`src/rtl/or32_bit_decomposer.sv`:
```
// Splits a 32-bit word into a stream of one-hot beats, one per set bit (one zero beat for 0).
// Define OR32_DECOMP_MSB_FIRST_EN to scan from the highest set bit down instead of LSB first.
module or32_bit_decomposer (
    input  logic        clk,
    input  logic        rst_n,
    input  logic        in_valid,
    input  logic [31:0] in_word,
    output logic        in_ready,
    output logic        out_valid,
    input  logic        out_ready,
    output logic [31:0] out_onehot,
    output logic [4:0]  out_index,
    output logic        out_last,
    output logic [5:0]  bit_count
);

    typedef enum logic {IDLE, EMIT} state_t;

    state_t      state, state_d;
    logic [31:0] rem, rem_d;
    logic        upd;
    logic [31:0] oh_d;
    logic [4:0]  idx_d;
    logic        last_d;

    function automatic logic [31:0] pick(input logic [31:0] w);
`ifdef OR32_DECOMP_MSB_FIRST_EN
        logic [31:0] r;
        r = '0;
        for (int i = 0; i < 32; i++)
            if (w[i]) r = 32'd1 << i;
        return r;
`else
        return w & (~w + 32'd1);
`endif
    endfunction

    function automatic logic [4:0] enc(input logic [31:0] oh);
        logic [4:0] r;
        r = '0;
        for (int i = 0; i < 32; i++)
            if (oh[i]) r = 5'(i);
        return r;
    endfunction

    function automatic logic [5:0] popcnt(input logic [31:0] w);
        logic [5:0] c;
        c = '0;
        for (int i = 0; i < 32; i++)
            c = c + {5'd0, w[i]};
        return c;
    endfunction

    always_comb begin
        state_d = state;
        rem_d   = rem;
        upd     = 1'b0;
        case (state)
            IDLE: if (in_valid) begin
                rem_d   = in_word;
                state_d = EMIT;
                upd     = 1'b1;
            end
            EMIT: if (out_ready) begin
                rem_d = rem & ~out_onehot;
                upd   = 1'b1;
                if (out_last) state_d = IDLE;
            end
            default: state_d = IDLE;
        endcase
        // Next beat is derived from the post-update remainder so outputs can be registered.
        oh_d   = pick(rem_d);
        idx_d  = enc(oh_d);
        last_d = ((rem_d & (rem_d - 32'd1)) == 32'd0);
    end

    always_ff @(posedge clk or negedge rst_n) begin
        if (!rst_n) begin
            state      <= IDLE;
            rem        <= '0;
            in_ready   <= 1'b1;
            out_valid  <= 1'b0;
            out_onehot <= '0;
            out_index  <= '0;
            out_last   <= 1'b0;
            bit_count  <= '0;
        end else begin
            state     <= state_d;
            rem       <= rem_d;
            in_ready  <= (state_d == IDLE);
            out_valid <= (state_d == EMIT);
            if (upd) begin
                out_onehot <= (state_d == EMIT) ? oh_d   : 32'd0;
                out_index  <= (state_d == EMIT) ? idx_d  : 5'd0;
                out_last   <= (state_d == EMIT) ? last_d : 1'b0;
            end
            if (state == IDLE && in_valid)
                bit_count <= popcnt(in_word);
        end
    end

endmodule

```
`config.mk`:
```
export PLATFORM = sky130hd
export DESIGN_NAME = or32_bit_decomposer
export DESIGN_NICKNAME = d
export VERILOG_FILES = /design/src/rtl/or32_bit_decomposer.sv
export SDC_FILE = /design/constraint.sdc
export NUM_CORES = 1
export LEC_CHECK = 0
export CAP_MARGIN = 30
export CORE_MARGIN = 5
export CORE_UTILIZATION = 58
export CTS_CLUSTER_DIAMETER = 60
export DETAILED_ROUTE_END_ITERATION = 16
export MAX_ROUTING_LAYER = met4
export PLACE_DENSITY_LB_ADDON = 0.3
export SLEW_MARGIN = 20
export SYNTH_ARGS = -nofsm -noshare
export SYNTH_HDL_FRONTEND = slang
export SYNTH_SLANG_ARGS = --single-unit
```
`constraint.sdc`:
```
create_clock -name clk -period 7.8 [get_ports clk]
set_input_delay 1.17 -clock clk [delete_from_list [all_inputs] [get_ports clk]]
set_output_delay 1.17 -clock clk [all_outputs]
set_load 0.05 [all_outputs]
```
Word level (Yosys, flattened, before mapping)
Index checks and enable logic that the tools add are counted.

storage, ports and cells
  input port bits = 36
  output and inout port bits = 46
  register bits after elaboration = 78
  word-level logic and storage cells = 92

cells by class
  reductions and logical operators = 2
  add/subtract/negate cells = 33
  bitwise logic cells = 7
  muxes and demuxes = 43

operators by type and width
  cell                     count
  $add A6 B1 Y6            26
  $mux W5                  31
  $and A32 B32 Y32         3
  $mux W32                 3
  $not A32 Y32             2
  $pmux W32 S2             1
  $add A32 B1 Y32 const B  1
  $logic_not A32 Y1        1
  $sub A32 B1 Y32 const B  1
  $add A5 B1 Y6            1
  $mux W1                  6
  $add A4 B1 Y5            1
  $add A3 B1 Y4            1
  $pmux W1 S2              2
  $add A2 B1 Y3            1
  $add A1 B1 Y2            1
  $not A1 Y1               2
  $logic_and A1 B1 Y1      1

Logic depth before layout (Yosys ltp)
  depth in word-level cells = 39
  depth in mapped cells = 18
  depth with buffers taken out = 18

Worst setup path before layout
No wires, ideal clock.

  path kind = input to register
  from = input port in_word[11]
  to = register bit_count[4]
  slack = 2.452 ns
  stages on the path = 18
  path buffers = 0
  library setup time = 0.135 ns
  required time = 7.665 ns
  arrival = 5.213 ns
  cells stage by stage = fa_1 -> inv_1 -> fa_1 -> inv_1 -> fa_1 -> fa_1 -> fa_1 -> inv_1 -> fa_1 -> inv_1 -> ha_1 -> inv_1 -> fa_1 -> inv_1 -> a21o_1 -> a21oi_1 -> xor2_1 -> o21ai_0

on the way
  longest elaborated chain between the ends = 21

ends and longest elaborated chain
  element                       line  RTL
  start, declared               7     input logic [31:0] in_word,
  $add A6 B1 Y6 (21 in series)  50    c = c + {5'd0, w[i]};
  end signal, assigned          98    bit_count <= popcnt(in_word);
  end, declared                 14    output logic [5:0] bit_count

No other way between the ends.
A chain may end at the register's enable or synchronous reset.

Final worst setup path
  from = input port in_word[0]
  to = register bit_count[4]

on the way
  longest elaborated chain between the ends = 31

ends and longest elaborated chain
  element                       line
  $add A1 B1 Y2                 50
  $add A2 B1 Y3                 50
  $add A3 B1 Y4                 50
  $add A4 B1 Y5                 50
  $add A5 B1 Y6                 50
  $add A6 B1 Y6 (26 in series)  50

No other way between the ends.

==> out/results.txt <==
GP Congestion: 0.950
Main synth FF type: dfrtp_1
slew at the pin closest to its max-slew limit: 0.927 ns
Clock Skew: 0.00933 ns
number of enable flip-flop cells after synthesis: 0
post-cts sizing count: 0
post-synthesis sequential area ratio: 39.0%
H-tree levels: 3
CTS tree: yes
1st-iter DRT viols: 336
Slew Viols, Final: 0
CP arrival: 5.98 ns
Worst Min Path Start: bit_count[2]
synthesized cell area: 0.00501 mm^2
Total GRT Usage: 28.9%
largest family of logic cells by synthesized area: simple AND/OR/NAND/NOR gates
crit share post-route: 73.2%
hold buffers post-CTS: 0
global route overflow: 0
Core Box Area: 0.00855 mm^2
Slew HR: 38.0%
root buffer cell: clkbuf_8
Antenna Nets Post-Route: 0
Final #Nets: 657
RR Startpoint: state
total power: 2.19 mW
RSZ-0062 raised after global routing: no
synthesized area per cell: 9.71 um^2
XOR/XNOR Fraction of Synth Area: 0.524%
TritonRoute pass-1 iters: 6
TritonCTS Buffers: 9
Synth Register Bits: 78
critical path peak fanout: 2
Setup crit start kind: input pin
clk sink count: 78
Die Wd: 103 um
final worst slack: 2.09 ns
Die Y: 103 um
Via density: 6.16
final setup fails: 0
worst vdd ir: 0.000226 V
DIE AREA: 0.0106 mm^2
insertion delay to the later sink of the worst-skew pair: 0.36 ns
Crit path required time: 8.08 ns
HPWL after DPL: 10200 um
syn nets: 583
Routed WL: 14000 um
DRC viols: 0
Cells after DPL: 686
fin cells: 703
port buffer count: 81
Hold Crit Class: flip-flop to flip-flop
Max Cap Violations: 0
Async SR Flop Fraction: 100%
post-CTS setup buffer count: 0
max frequency: 0.175 GHz
Hold Vio Cnt, Final: 0
commonest non-fill, non-tap cell in the layout: nand2_1
first-pass GRT wire length: 22800 um
Core Util, Final: 71.0%
Synth Area in Compound Gates: 17.8%
initial antenna violation count: 0
Synth area leaders: dfrtp_1, fa_1, mux2i_1
crit end category: flip-flop
Initial Utilization: 58.6%
Reg clk slew, reported paths: 0.09 ns
Setup CP Type: input pin to flip-flop
commonest non-fill, non-tap cells in the layout: nand2_1, clkdlybuf4s50_1, dfrtp_1
mux share of post-synthesis cell area: 6.42%
post-synthesis simple-gate area fraction: 18.4%
Leak: 2.74 nW
crit path from: in_word[0]
largest net degree at the start of global routing: 79
Max clock buf depth: 2
Mapped Cells: 516
vias in the first global route: 4391
I/O pins: 82
top cell type's share of synthesized area: 38.5%
area leader, netlist: dfrtp_1
Power Density: 360 mW/mm^2
post-synth cell types: 64
via count: 4332
pre-CTS WS: 1.70 ns
post-DR wirelength/cell: 20.0 um
Yosys warning count: 0
Area growth, synth to finish: 21.1%
fraction of layout cells with a size suffix above 1: 7.73%
fin crit period: 5.71 ns
status: completed
setup TNS: 0 ns
ANT cells: 0
Synth Area in Adders: 11.7%
# rows: 34
cell type report:
cell class | instances | area (um^2)
multi-input cells | 371 | 2760
fillers | 636 | 2480
flip-flops and latches | 78 | 1950
repair buffers | 86 | 853
inverters | 44 | 165
clock buffers | 12 | 145
well taps | 108 | 135
clock inverters | 4 | 55.1
through the flow:
stage	hold WS (ns)	area [um^2]
floorplan	0.517	5010
global placement	0.466	5850
detailed placement	0.482	5850
CTS	0.502	6050
global route	0.539	6070
finish	0.502	6070
flip-flops by register name (all words and copies together) (netlist names):
name / flops
bit_count: 6
in_ready: 1
out_index: 5
rem: 32
state: 1
out_onehot: 32
out_last: 1
kinds of logic after synthesis:
family	count (synthesis)
AO/OA/AOI/OAI	123
multiplexers	32
XOR/XNOR	3
buffers and inverters	67
adder cells (fa/ha/maj)	33
flip-flops	78
AND/OR/NAND/NOR	180
cell usage after synthesis, types with 6 or more instances:
library cell and count:
o31ai_1 15, nor3_1 9, nand2_1 81, buf_2 9, a31oi_1 8, o21ai_0 20
inv_2 6, inv_1 38, dfrtp_1 77, and2_1 28, mux2i_1 31, a21oi_1 10
o22a_1 12, nand3_1 10, ha_1 7, o22ai_1 11, fa_1 24, a211oi_1 6
nor2_1 20, clkbuf_1 8
layer usage:
metal / wire length [um] / GRT usage (%)
met3: 1050 / 4.33
met4: 444 / 10.7
met2: 6660 / 44.6
met5: 0 / -
met1: 5870 / 38.9
final timing paths:
kind | end | slack [ns] | cells past startpoint
worst max-delay path | bit_count[4] | 2.09 | 17
worst min-delay path | bit_count[2] | 0.50 | 2
worst max register to register | out_last | 4.00 | 10
worst min register to register | bit_count[2] | 0.50 | 2
max in group asynchronous | out_last | 6.40 | 2
min in group asynchronous | bit_count[1] | 0.79 | 1
critical path: stages:
cell and delay, ns:
clkdlybuf4s50_1 0.46, fa_1 0.60, fa_1 0.49, fa_1 0.52, fa_1 0.51, fa_1 0.51, inv_1 0.05, fa_1 0.43
inv_1 0.08, ha_1 0.16, inv_1 0.06, fa_1 0.39, inv_1 0.07, a21o_1 0.11, a21oi_1 0.07, xor2_1 0.14
o21ai_0 0.18
where the power goes:
| part | internal (mW) | switching [mW] | total [mW] |
|---|---|---|---|
| logic | 0.494 | 0.821 | 1.31 |
| clock network | 0.159 | 0.158 | 0.317 |
| registers | 0.498 | 0.0569 | 0.555 |
| total | 1.15 | 1.04 | 2.19 |
No activity file was read; power rests on OpenSTA's default activity.
